<file path="src/rtl/asym_fifo_sdp_write_wider.sv">
// Single-clock asymmetric FIFO: wide words in, narrow slices out.
// Each write lands RATIO slices at once; slice 0 is read out first.
module asym_fifo_sdp_write_wider #(
  parameter int WIDTHA     = 16,
  parameter int SIZEA      = 16,
  parameter int ADDRWIDTHA = 4,
  parameter int WIDTHB     = 4,
  parameter int SIZEB      = 64,
  parameter int ADDRWIDTHB = 6
) (
  input  logic                  clk,
  input  logic                  rst,
  input  logic                  weA,
  input  logic [WIDTHA-1:0]     diA,
  output logic                  full,
  input  logic                  reB,
  output logic [WIDTHB-1:0]     doB,
  output logic                  doB_valid,
  output logic                  empty,
  output logic [ADDRWIDTHB:0]   level,
  output logic                  overflow,
  output logic                  underflow
);

  localparam int RATIO = WIDTHA / WIDTHB;
  localparam int LOG2R = $clog2(RATIO);
  localparam int LW    = ADDRWIDTHB + 1;

  localparam logic [LW-1:0] C_FULL = LW'(SIZEB - RATIO);
  localparam logic [LW-1:0] C_UP   = LW'(RATIO);
  localparam logic [LW-1:0] C_UP1  = LW'(RATIO - 1);
  localparam logic [LW-1:0] C_ONE  = LW'(1);

  logic [WIDTHB-1:0] r_ram [0:SIZEB-1];

  logic [ADDRWIDTHA:0] r_wp;
  logic [ADDRWIDTHB:0] r_rp;
  logic [LW-1:0]       r_level;
  logic [WIDTHB-1:0]   r_dob;
  logic                r_dob_valid;
  logic                r_ovf;
  logic                r_unf;

  logic w_full;
  logic w_empty;
  logic w_we;
  logic w_re;

  // Flags come from the level register only, so both requests see pre-edge state
  assign w_full  = (r_level > C_FULL);
  assign w_empty = (r_level == '0);
  assign w_we    = weA & ~w_full;
  assign w_re    = reB & ~w_empty;

  always_ff @(posedge clk) begin
    if (w_we) begin
      for (int i = 0; i < RATIO; i++) begin
        r_ram[{r_wp[ADDRWIDTHA-1:0], LOG2R'(i)}] <=
          diA[i*WIDTHB +: WIDTHB];
      end
    end
  end

  always_ff @(posedge clk or posedge rst) begin
    if (rst) begin
      r_wp        <= '0;
      r_rp        <= '0;
      r_level     <= '0;
      r_dob       <= '0;
      r_dob_valid <= 1'b0;
      r_ovf       <= 1'b0;
      r_unf       <= 1'b0;
    end else begin
      r_dob_valid <= w_re;
      if (w_re) begin
        r_dob <= r_ram[r_rp[ADDRWIDTHB-1:0]];
        r_rp  <= r_rp + 1'b1;
      end
      if (w_we) begin
        r_wp <= r_wp + 1'b1;
      end
      if (weA && w_full) begin
        r_ovf <= 1'b1;
      end
      if (reB && w_empty) begin
        r_unf <= 1'b1;
      end
      unique case ({w_we, w_re})
        2'b10:   r_level <= r_level + C_UP;
        2'b01:   r_level <= r_level - C_ONE;
        2'b11:   r_level <= r_level + C_UP1;
        default: r_level <= r_level;
      endcase
    end
  end

  assign full      = w_full;
  assign empty     = w_empty;
  assign level     = r_level;
  assign doB       = r_dob;
  assign doB_valid = r_dob_valid;
  assign overflow  = r_ovf;
  assign underflow = r_unf;

endmodule

</file>
<file path="config.mk">
export PLATFORM = sky130hd
export DESIGN_NAME = asym_fifo_sdp_write_wider
export DESIGN_NICKNAME = d
export VERILOG_FILES = /design/src/rtl/asym_fifo_sdp_write_wider.sv
export SDC_FILE = /design/constraint.sdc
export NUM_CORES = 1
export LEC_CHECK = 0
export ABC_AREA = 1
export CORE_MARGIN = 2
export CORE_UTILIZATION = 45
export DETAILED_ROUTE_END_ITERATION = 8
export PLACE_DENSITY_LB_ADDON = 0.12
export SLEW_MARGIN = 20
export SYNTH_ARGS = -nofsm -noshare
export SYNTH_HDL_FRONTEND = slang
export SYNTH_SLANG_ARGS = --single-unit
</file>
<file path="constraint.sdc">
create_clock -name clk -period 6.35 [get_ports clk]
set_input_delay 0.9525 -clock clk [delete_from_list [all_inputs] [get_ports clk]]
set_output_delay 0.9525 -clock clk [all_outputs]
set_load 0.01 [all_outputs]
</file>
Word-level counts from Yosys, hierarchy flattened

Memories as Yosys holds them, arrays and structs flattened. A register that Yosys moved wholly into a read port is not among the register bits.
Index checks and enable logic that the tools add are counted.

Multiplexer cells: 3
Bitwise operators: 4
$lt $le $gt $ge: 1
Equal/unequal tests: 3
Add/sub/neg operators: 5
Reduce and logical (&&, ||, !) cells: 4

Operator list:

| kind                                                                  | number |
|---|---|
| 7-bit one-hot mux with 3 select lines                                 | 1 |
| 7-bit by 1-bit adder with 7-bit output (second input constant)        | 1 |
| 7-bit by 2-bit adder with 7-bit output (second input constant)        | 1 |
| 7-bit by 3-bit adder with 7-bit output (second input constant)        | 1 |
| 7-bit by 6-bit > comparator with 1-bit output (second input constant) | 1 |
| 7-bit zero test                                                       | 1 |
| 7-bit by 1-bit subtractor with 7-bit output (second input constant)   | 1 |
| 5-bit by 1-bit adder with 5-bit output (second input constant)        | 1 |
| 2-bit == test (second input constant)                                 | 2 |
| 3-bit nonzero test                                                    | 1 |
| 1-bit AND                                                             | 2 |
| 2-bit by 1-bit == test with 1-bit output (second input constant)      | 1 |
| 1-bit logical AND                                                     | 2 |
| 1-bit two-way mux                                                     | 2 |
| 1-bit inverter                                                        | 2 |

Output and inout port bits: 16
Memories: 1
Word-level logic and storage cells: 27
RAM bits: 256
Flip-flop bits (word level): 22

Memories:

| memory | depth | bits a word | rd ports | clocked after memory_dff | wr ports | line | RTL |
|---|---|---|---|---|---|---|---|
| r_ram  | 64    | 4           | 1        | 1                        | 4        | 34   | `logic [WIDTHB-1:0] r_ram [0:SIZEB-1];` |

Longest topological paths before layout

Depth after elaboration: 5
Gate-level depth with buffers: 18
Depth with buffers taken out: 17

Worst setup path before layout

OpenSTA, ideal clock, no wires.

Path type: input to register
Start: in reB
End: reg r_level[5] (netlist: level[5])
Arrival time: 2461 ps
Path buffers: 1
Slack: 3765 ps
Stages: 12
Cells stage by stage: nand2_2 > inv_1 > buf_2 > nand2_1 > ha_1 > nand2_1 > inv_1 > nand4_1 > o211ai_1 > or2_2 > nand3_1 > a21oi_1

Longest elaborated chain between the ends: 3

RTL lines:

| element                                                                     | line | RTL |
|---|---|---|
| start, declared                                                             | 16   | `input logic reB,` |
| 1-bit AND *                                                                 | 53   | `assign w_re = reB & ~w_empty;` |
| named net w_re                                                              | 47   | `logic w_re;` |
| 2-bit == test or 2-bit by 1-bit == test with 1-bit output (tied branches)   | 88   | `unique case ({w_we, w_re})` |
| 7-bit one-hot mux with 3 select lines or 3-bit nonzero test (tied branches) | -    |  |
| end signal, assigned                                                        | 89   | `2'b10: r_level <= r_level + C_UP;` |
| end signal, assigned                                                        | 90   | `2'b01: r_level <= r_level - C_ONE;` |
| end signal, assigned                                                        | 91   | `2'b11: r_level <= r_level + C_UP1;` |
| end, declared                                                               | 38   | `logic [LW-1:0] r_level;` |

Mark *: on every way through the listed nets, which the timed path passes. The rest lies on a longest branch.
A chain may end at the register's enable or synchronous reset.

==> flow_metrics.env <==
export IMPL_run_status="complete, no violations"
export IMPL_fillers=2241
export IMPL_cts_sinks=280
export IMPL_grt_setup_unrepaired="false"
export IMPL_fmax_ghz=0.3013
export IMPL_gp_congestion=0.8538
export IMPL_clock_skew_ns=0.01962
export IMPL_path_buf_inv=2
export IMPL_max_slew_margin_rel=0.2699
export IMPL_cap_violations=0
export IMPL_postCtsSetupBuffers=0
export IMPL_insertion_delay_ns=0.55
export IMPL_layout_nets=1098
export IMPL_dp_hpwl_um=16410
export IMPL_tightest_slew_ns=1.093
export IMPL_setup_tns_final_ns=0
export IMPL_intPower_uw=3700
export IMPL_antenna_cells=0
export IMPL_ioPinCount=36
export IMPL_switching_power_uw=2233
export IMPL_cp_required_ns=6.83
export IMPL_start_util=0.4598
export IMPL_period_needed_ns=3.319
export IMPL_core_um2=25330
export IMPL_hp_class="reg2reg"
export IMPL_clkTransAtPathRegs_ns=0.06
export IMPL_avgRoutedWirePerCell_um=20.79
export IMPL_timing_final_ws_setup_ns=3.031
export IMPL_dp_cells=1365
export IMPL_period_share=0.5227
export IMPL_worstSetupPathType="reg2reg"
export IMPL_crit_chain="inv_4, buf_4, nand2_1, nand3_1, nand3_1, nand3_1, nand3_1, nand3_1, nand3_1, nand2_1"
export IMPL_synth_cell_type_count=29
export IMPL_cts_tree="done"
export IMPL_die_y_um=164.9
export IMPL_cp_arrival_ns=3.80
export IMPL_hold_buffers=0
export IMPL_seq_area_frac_synth=0.7116
export IMPL_finalSetupViolCount=0
export IMPL_layout_area_overhead_vs_synth_pct=13.30
export IMPL_numCtsBuffers=29
export IMPL_track_usage=0.2215
export IMPL_p_leak_uw=0.005000
export IMPL_grt_pass1_vias=7149
export IMPL_wl_um=29470
export IMPL_final_instance_count_excl_fill=1417
export IMPL_crit_top_cell="nand3_1"
export IMPL_clockBufferDepth=3
export IMPL_synth_seq_cells=280
export IMPL_drc_errors=0
export IMPL_synth_area_um2=11650
export IMPL_cpMaxStageDelayCell="inv_4"
export IMPL_io_buffers=35
export IMPL_antenna_found_initial=0
export IMPL_place_ws_ns=2.746
export IMPL_ir_drop_mv=0.4714
export IMPL_viasPerCell=5.404
export IMPL_clkPwrFrac=0.269
export IMPL_synth_cells=1032
export IMPL_yosysTopAreaCellShare=0.6601
export IMPL_h_tree_depth=1
export IMPL_dr_pass1_iters=5
export IMPL_finalHoldViolCount=0
export IMPL_antenna_left=0
export IMPL_grt_start_max_net_pins=81
export IMPL_clockRootBuffer="clkbuf_16"
export IMPL_max_stage_delay_ns=0.78
export IMPL_drive_gt1_frac=0.06624
export IMPL_p_sw_frac=0.3763
export IMPL_dieArea_um2=27180
export IMPL_chipWidth_um=164.9
export IMPL_drt_iter0_markers=815
export IMPL_vias=7658
export IMPL_rows=58
export IMPL_crit_fanout=80
export IMPL_ys_async_sr_fraction=0.08571
export IMPL_synth_edff_count=256
export IMPL_synthTopCellsByArea="edfxtp_1 (66%), nand2_1 (13%), nand3_1 (7.0%)"
export IMPL_yosys_warnings=0
export IMPL_power_frac_seq=0.407
export IMPL_combinationalPowerShare=0.325
export IMPL_cts_resized=0
export IMPL_grt_pass1_wl_um=44620
export IMPL_power_density_nw_per_um2=449.6
export IMPL_critical_path_top_delay_family="buffers and inverters"
export IMPL_slew_violations=0
export IMPL_avgSynthCellArea_um2=11.29
export IMPL_synth_ff_type="edfxtp_1"
export IMPL_overflow=0
export IMPL_synth_area_leader_cell="edfxtp_1"
export IMPL_syn_num_nets=1064
export IMPL_worst_setup_path_start_kind="flip-flop"
export IMPL_crit_path_end_kind="flip-flop"
stage by stage:
| stage | power, uW | cell area, um2 | hold WS, ns | util |
|---|---|---|---|---|
| after global routing | 6284 | 13200 | 0.4667 | 0.5210 |
| after detailed placement | 4377 | 12310 | 0.4470 | 0.4862 |
| after global placement | 4379 | 12310 | 0.4506 | 0.4862 |
| after floorplan | 3679 | 11650 | 0.4932 | - |
| final | 5932 | 13200 | 0.4553 | 0.5210 |
| after CTS | 5963 | 13200 | 0.4605 | 0.5210 |
cell usage in the layout, fill, tap and decap left out, types with 5 or more instances in the layout:
cell type        netlist  routed
edfxtp_1             256     256
clkinv_1               1       8
clkdlybuf4s50_1        0      35
ha_1                  12      12
clkinv_2               0       7
clkbuf_1               9       5
xor2_1                10      10
buf_4                  3      18
nor2_1                28      26
o21ai_0                7       7
nand2_1              396     396
dfrtp_1               24      23
nand3_1              162     162
inv_1                 26      24
a21oi_1               37      37
clkbuf_16              0      29
sequential cells by signal, indices dropped and copies added, names as in the netlist:
signal     count
underflow      1
r_wp           4
level          7
doB_valid      1
doB            4
overflow       1
r_ram        256
r_rp           6
area by class of cell:
cell class | count | area, um2 | area share
clock inverters | 15 | 96.34 | 0.007301
multi-input cells | 672 | 3008 | 0.2280
well taps | 330 | 412.9 | 0.03129
flip-flops and latches | 280 | 8292 | 0.6284
repair buffers | 53 | 485.5 | 0.03679
inverters | 30 | 115.1 | 0.008724
clock buffers | 37 | 785.8 | 0.05955
layer usage:
layer  vias to the layer above  global-route usage  part of all wire
met5                         -                   0                 0
met4                         0             0.04941             0.019
met3                        35             0.02838             0.050
met2                       220              0.3425              0.46
met1                      3777              0.3367              0.47
li1                       3626                   -                 -
worst paths after layout:
kind,startpoint,to,slack (ns),depth (start not counted)
min,overflow$_DFFE_PP0P_,overflow$_DFFE_PP0P_,0.46,1
max in group asynchronous,rst,r_rp[0]$_DFFE_PP0P_,5.02,2
max reg2reg,r_rp[0]$_DFFE_PP0P_,doB[2]$_DFFE_PP0P_,3.03,10
min reg2reg,overflow$_DFFE_PP0P_,overflow$_DFFE_PP0P_,0.46,1
max,r_rp[0]$_DFFE_PP0P_,doB[2]$_DFFE_PP0P_,3.03,10
min in group asynchronous,rst,r_wp[2]$_DFFE_PP0P_,0.81,2
power by group through the flow:
| stage | sequential (uW) | clock (uW) | combinational, uW |
|---|---|---|---|
| after global routing | 2440 | 1680 | 2170 |
| after global placement | 2450 | 0 | 1930 |
| after CTS | 2410 | 1620 | 1940 |
| after floorplan | 2320 | 0 | 1360 |
| after detailed placement | 2450 | 0 | 1930 |
| final | 2410 | 1590 | 1930 |
logic make-up after synthesis:
group,Yosys count,synth area share
AOI/OAI and AO/OA,52,0.02363
xor gates and xnor gates,11,0.008272
adders and majority gates,12,0.01289
buffers and inverters,80,0.03051
DFF,280,0.7116
and+or+nand+nor,597,0.2130
synthesized netlist by cell type, types with 2 or more instances:
| cell type | n |
|---|---|
| a21o_1 | 2 |
| a21oi_1 | 37 |
| a31oi_1 | 2 |
| buf_1 | 3 |
| buf_2 | 35 |
| buf_4 | 3 |
| clkbuf_1 | 9 |
| dfrtp_1 | 24 |
| edfxtp_1 | 256 |
| ha_1 | 12 |
| inv_1 | 26 |
| inv_2 | 3 |
| nand2_1 | 396 |
| nand2_2 | 2 |
| nand3_1 | 162 |
| nand4_1 | 3 |
| nor2_1 | 28 |
| nor3_1 | 2 |
| o211ai_1 | 2 |
| o21ai_0 | 7 |
| xor2_1 | 10 |
Note: power is estimated with default switching activity, not from simulation.
